## src/rtl/gated_event_counter.sv

```systemverilog
// Multi-channel gated event counter: synchronise, debounce and edge-detect each input,
// then count matching edges inside a programmable window and snapshot at window close.
module gated_event_counter #(
   parameter int CHANNELS     = 4,
   parameter int COUNT_W      = 8,
   parameter int WINDOW_W     = 12,
   parameter int SYNC_STAGES  = 3,
   parameter int DEBOUNCE_LEN = 3
) (
   input  logic                         clk,
   input  logic                         rst,
   input  logic                         start,
   input  logic [CHANNELS-1:0]          data_in,
   input  logic [1:0]                   edge_mode,
   input  logic [WINDOW_W-1:0]          window_len,
   output logic                         running,
   output logic                         ready,
   output logic [CHANNELS-1:0]          overflow,
   output logic [CHANNELS*COUNT_W-1:0]  count_out,
   output logic [1:0]                   dbg_state
);

   localparam int DB_W = (DEBOUNCE_LEN < 2) ? 1 : $clog2(DEBOUNCE_LEN);

   typedef enum logic [1:0] {
      S_IDLE  = 2'd0,
      S_CLEAR = 2'd1,
      S_RUN   = 2'd2,
      S_DONE  = 2'd3
   } state_t;

   state_t                                 r_state;
   state_t                                 w_state_next;
   logic [WINDOW_W-1:0]                    r_timer;
   logic [1:0]                             r_mode;

   logic [CHANNELS-1:0][SYNC_STAGES-1:0]   r_sync;
   logic [CHANNELS-1:0]                    w_sync;
   logic [CHANNELS-1:0]                    r_db;
   logic [CHANNELS-1:0]                    r_db_prev;
   logic [CHANNELS-1:0][DB_W-1:0]          r_db_cnt;
   logic [CHANNELS-1:0]                    r_pulse;

   logic [CHANNELS-1:0][COUNT_W-1:0]       r_cnt;
   logic [CHANNELS-1:0][COUNT_W-1:0]       w_cnt_next;
   logic [CHANNELS-1:0]                    r_ovf;
   logic [CHANNELS-1:0]                    w_ovf_next;
   logic [CHANNELS-1:0][COUNT_W-1:0]       r_count_out;
   logic [CHANNELS-1:0]                    r_overflow;
   logic                                   w_done_entry;

   always_comb begin
      for (int c = 0; c < CHANNELS; c++) begin
         w_sync[c] = r_sync[c][SYNC_STAGES-1];
      end
   end

   // Front end runs in every state; only the latched edge mode gates the pulse.
   always_ff @(posedge clk) begin
      if (rst) begin
         r_sync    <= '0;
         r_db      <= '0;
         r_db_prev <= '0;
         r_db_cnt  <= '0;
         r_pulse   <= '0;
      end else begin
         for (int c = 0; c < CHANNELS; c++) begin
            r_sync[c] <= {r_sync[c][SYNC_STAGES-2:0], data_in[c]};
            if (w_sync[c] == r_db[c]) begin
               r_db_cnt[c] <= '0;
            end else if (r_db_cnt[c] == DB_W'(DEBOUNCE_LEN - 1)) begin
               r_db[c]     <= w_sync[c];
               r_db_cnt[c] <= '0;
            end else begin
               r_db_cnt[c] <= r_db_cnt[c] + 1'b1;
            end
            r_pulse[c] <= (r_db[c] & ~r_db_prev[c] & r_mode[0]) |
                          (~r_db[c] & r_db_prev[c] & r_mode[1]);
         end
         r_db_prev <= r_db;
      end
   end

   always_comb begin
      w_state_next = r_state;
      case (r_state)
         S_IDLE:  if (start) w_state_next = S_CLEAR;
         S_CLEAR: w_state_next = (window_len != '0) ? S_RUN : S_DONE;
         S_RUN:   if (r_timer == WINDOW_W'(1)) w_state_next = S_DONE;
         S_DONE:  if (start) w_state_next = S_CLEAR;
         default: w_state_next = S_IDLE;
      endcase
   end

   always_comb begin
      w_cnt_next = r_cnt;
      w_ovf_next = r_ovf;
      if (r_state == S_CLEAR) begin
         w_cnt_next = '0;
         w_ovf_next = '0;
      end else if (r_state == S_RUN) begin
         for (int c = 0; c < CHANNELS; c++) begin
            if (r_pulse[c]) begin
               if (r_cnt[c] == '1) w_ovf_next[c] = 1'b1;
               else                w_cnt_next[c] = r_cnt[c] + 1'b1;
            end
         end
      end
   end

   // Snapshot uses next-state counts so an increment in the last RUN cycle is kept.
   assign w_done_entry = (w_state_next == S_DONE) && (r_state != S_DONE);

   always_ff @(posedge clk) begin
      if (rst) begin
         r_state     <= S_IDLE;
         r_timer     <= '0;
         r_mode      <= '0;
         r_cnt       <= '0;
         r_ovf       <= '0;
         r_count_out <= '0;
         r_overflow  <= '0;
      end else begin
         r_state <= w_state_next;
         r_cnt   <= w_cnt_next;
         r_ovf   <= w_ovf_next;
         if (r_state == S_CLEAR) begin
            r_mode  <= edge_mode;
            r_timer <= window_len;
         end else if (r_state == S_RUN) begin
            r_timer <= r_timer - 1'b1;
         end
         if (w_done_entry) begin
            r_count_out <= w_cnt_next;
            r_overflow  <= w_ovf_next;
         end
      end
   end

   assign running   = (r_state == S_RUN);
   assign ready     = (r_state == S_DONE);
   assign overflow  = r_overflow;
   assign count_out = r_count_out;
   assign dbg_state = r_state;

endmodule
```

## config.mk

```make
export PLATFORM = sky130hd
export DESIGN_NAME = gated_event_counter
export DESIGN_NICKNAME = d
export VERILOG_FILES = /design/src/rtl/gated_event_counter.sv
export SDC_FILE = /design/constraint.sdc
export NUM_CORES = 1
export LEC_CHECK = 0
export CORE_MARGIN = 5
export CORE_UTILIZATION = 50
export DETAILED_ROUTE_END_ITERATION = 12
export PLACE_DENSITY_LB_ADDON = 0.12
export SYNTH_ARGS = -nofsm -noshare
export SYNTH_HDL_FRONTEND = slang
export SYNTH_SLANG_ARGS = --single-unit
```

## constraint.sdc

```tcl
create_clock -name clk -period 3.1 [get_ports clk]
set_clock_uncertainty 0.2 [all_clocks]
set_input_delay 0.93 -clock clk [delete_from_list [all_inputs] [get_ports clk]]
set_output_delay 0.93 -clock clk [all_outputs]
set_load 0.1 [all_outputs]
```

==> summary.md <==
| Metric | Value |
|---|---|
| Status | `complete, no violations` |
| Row count | `37` |
| Min-Delay Path Class | `reg -> reg` |
| Port buffer count | `60` |
| Distinct cells, synth | `49` |
| Total wire length | `10600 um` |
| CTS tree | `done` |
| Setup Buffers After CTS | `0` |
| Area growth from synthesis to layout | `25.3%` |
| Die span in y | `112 um` |
| Clock buffer depth | `2` |
| R2R depth | `8` |
| Ys Warns | `0` |
| Crit share post-route | `90.5%` |
| Max FO, Critical Path | `19` |
| Synthesized netlist cell count | `529` |
| Via density per instance | `5.34` |
| DR pass1 iterations | `6` |
| Period minus WS final | `2810 ps` |
| GP Congestion | `0.827` |
| Via count | `3936` |
| Lkg Pwr | `2.65 nW` |
| Die Wd | `112 um` |
| GR Overflow Total | `0` |
| Global Route met1 Usage | `21.9%` |
| Vias in the first global route | `3801` |
| Area share of the largest cell type after synthesis | `46.1%` |
| Overall power | `5.36 mW` |
| Power per cell area | `820 mW/mm2` |
| Total CTS buffers | `17` |
| Max-Cap Viols | `0` |
| Cell area after synthesis | `0.00522 mm2` |
| Critical Path, Cell by Cell | `clkdlybuf4s50_1 > or4_1 > nor4_1 > a41o_1 > o21ai_4 > buf_12 > mux2_4` |
| CP Launch Type | `primary input` |
| # setup viols final | `0` |
| Met2 GRT Util | `29.1%` |
| Pin count of the biggest net entering global routing | `73` |
| Diode count | `0` |
| Post-DP HPWL | `6800 um` |
| Die Area | `0.0126 mm2` |
| Final instance area | `0.00654 mm2` |
| Nets | `622` |
| Residual DRC | `0` |
| CP Class | `in -> reg` |
| First-pass GRT wire length | `18100 um` |
| Critical Path Start | `window_len[5]` |
| Async SR Flop Fraction | `0%` |
| Yosys reg bits | `120` |
| Most Crowded Layer GR | `met2` |
| Clk_lat worst skew | `510 ps` |
| Total Routing Usage GR | `17.5%` |
| Worst slew margin relative to its limit | `29.4%` |
| Clock Sinks | `120` |
| Area leader, netlist | `dfxtp_1` |
| Layout cell share with drive strength beyond 1 | `20.5%` |
| Avg Cell Area, Syn | `9.86 um2` |
| Main flop type after synthesis | `dfxtp_1` |
| RSZ-0062 raised after global routing | `false` |
| # IOs | `61` |
| Initial antenna violation count | `0` |
| Syn nets | `563` |
| Final Hold Violating Endpoints | `0` |
| Post_cts resized | `0` |
| Hold slack | `215 ps` |
| Register-to-register setup slack | `500 ps` |
| DP Area | `0.00585 mm2` |
| Initial Utilization | `51.0%` |
| Root Driver | `clkbuf_8` |
| Reg2reg end | `count_out[1]$_SDFFE_PP0P_` |
| Filler Cell Count | `862` |
| Final Non-Filler Cells | `737` |
| Critical path's slowest cell | `or4_1` |
| Fmax | `356 MHz` |
| Max IR drop VDD | `0.000459 V` |
| WP data required | `3300 ps` |
| Final ANT Viol Nets | `0` |
| RR Startpoint | `dbg_state[0]$_SDFF_PP0_` |
| 1st-iter DRT viols | `159` |
| Largest stage delay on the critical path | `540 ps` |
| Top cells by area, synth | `dfxtp_1, mux2_4, nor2b_1` |
| Post-synth EDFFs | `0` |
| Placed Cells incl. Taps | `705` |
| TNS Setup | `0 ps` |
| M3 GR Usage | `4.85%` |
| Slew Viols, Final | `0` |
| H-tree levels | `4` |
| Worst Setup EP | `count_out[22]$_SDFFE_PP0P_` |
| Post-CTS Hold Buffers | `0` |
| Routed wire per std cell | `14.4 um` |
| Crit. End Element | `register` |
| Worst Path Arrival | `3000 ps` |
| Slew @ Worst Pin | `1060 ps` |
| Std-Cell Core Area | `0.0102 mm2` |
| Register area share after synthesis | `46.1%` |
| Clock slew at reported path FFs | `60 ps` |
final cells by class:
class	count	area (um2)	area share (%)
Tap cell	136	170	2.60
Inverter	15	56.3	0.861
Multi-Input combinational cell	368	2640	40.4
Clock buffer	22	473	7.24
Clock inverter	10	214	3.27
Timing Repair Buffer	66	578	8.84
Sequential cell	120	2400	36.8
layer usage:
| metal | routed length, um | vias up |
|---|---|---|
| li1 | - | 2000 |
| met1 | 4970 | 1831 |
| met2 | 5120 | 95 |
| met3 | 403 | 10 |
| met4 | 115 | 0 |
| met5 | 0 | - |
flip-flops by register name, indices dropped and copies added (netlist names), 4 cells and up:
signal	cells
r_pulse	4
r_db_prev	4
r_timer	12
r_sync	12
count_out	32
r_db	4
r_db_cnt	8
overflow	4
r_ovf	4
r_cnt	32
how the worst min path moves through the flow:
| stage | startpoint | endpoint | slack [ps] | cells past startpoint |
|---|---|---|---|---|
| global placement | r_db_cnt[4]$_SDFF_PP0_ | r_db_cnt[4]$_SDFF_PP0_ | 200 | 1 |
| CTS | r_db_cnt[2]$_SDFF_PP0_ | r_db_cnt[2]$_SDFF_PP0_ | 220 | 1 |
| global route | r_db_cnt[2]$_SDFF_PP0_ | r_db_cnt[2]$_SDFF_PP0_ | 240 | 1 |
| floorplan | r_db_cnt[0]$_SDFF_PP0_ | r_db_cnt[0]$_SDFF_PP0_ | 190 | 1 |
| detailed placement | r_db_cnt[2]$_SDFF_PP0_ | r_db_cnt[2]$_SDFF_PP0_ | 200 | 1 |
| finish | r_db_cnt[4]$_SDFF_PP0_ | r_db_cnt[4]$_SDFF_PP0_ | 220 | 1 |
cells in the mapped netlist, types with 2 or more instances:
| library cell | number |
|---|---|
| dfxtp_1 | 120 |
| mux2i_1 | 13 |
| nor2b_1 | 53 |
| inv_1 | 15 |
| o21a_1 | 4 |
| o21ai_0 | 13 |
| nor4_1 | 4 |
| a31oi_1 | 7 |
| or2_2 | 2 |
| clkbuf_1 | 19 |
| nand2b_1 | 3 |
| nand4_1 | 9 |
| or3_1 | 8 |
| buf_6 | 3 |
| nor2_1 | 53 |
| o31ai_1 | 5 |
| a211oi_1 | 7 |
| nand3_1 | 12 |
| xor2_1 | 5 |
| a41oi_1 | 2 |
| a311oi_1 | 2 |
| nand2_1 | 14 |
| and4_1 | 6 |
| mux2_2 | 7 |
| and3_1 | 7 |
| and4b_1 | 3 |
| buf_1 | 4 |
| and2_1 | 5 |
| mux2_4 | 28 |
| a22oi_1 | 4 |
| ha_1 | 13 |
| a21oi_1 | 27 |
| xnor2_1 | 5 |
| nor3_1 | 11 |
| o211ai_1 | 3 |
| o21bai_1 | 3 |
| a221oi_1 | 6 |
| nand3b_1 | 8 |
| or4_1 | 6 |
placed cells by master (no fill, tap or decap), types with 13 or more instances in the layout:
| cell | synthesis | layout |
|---|---|---|
| dfxtp_1 | 120 | 118 |
| nor2_1 | 53 | 53 |
| nor2b_1 | 53 | 53 |
| buf_4 | 0 | 43 |
| mux2_4 | 28 | 28 |
| a21oi_1 | 27 | 27 |
| clkdlybuf4s50_1 | 0 | 19 |
| clkbuf_16 | 0 | 16 |
| inv_1 | 15 | 15 |
| nand2_1 | 14 | 14 |
| o21ai_0 | 13 | 13 |
| mux2i_1 | 13 | 13 |
worst max-delay path, delay by kind of cell:
kind,cells,cell delay (ps)
AND/OR/NAND/NOR,2,760
buffers and inverters,2,610
AO/OA/AOI/OAI,2,380
multiplexers,1,300
logic make-up (layout without fill, tap and decap cells):
| group | Yosys count | after routing | share of synthesized area, % |
|---|---|---|---|
| compound gates | 88 | 88 | 11.1 |
| buf+inv | 41 | 113 | 3.38 |
| mux | 48 | 48 | 12.1 |
| flops | 120 | 120 | 46.1 |
| fa+ha+maj | 13 | 13 | 3.12 |
| xor+xnor | 10 | 10 | 1.68 |
| simple gates | 209 | 209 | 22.6 |
where the power goes:
| part | switching, mW | internal [mW] | leakage [nW] |
|---|---|---|---|
| Combinational | 0.851 | 0.565 | 1.35 |
| Sequential | 0.0788 | 1.62 | 0.971 |
| Clock | 0.688 | 1.56 | 0.332 |
stage by stage:
stage,setup slack [ps],utilization (%)
2_1_floorplan,229,-
3_3_place_gp,-228,57.2
3_5_place_dp,-251,57.2
4_1_cts,303,63.9
5_1_grt,271,63.9
6_report,294,63.9
Power figures use the tool's default switching activity.
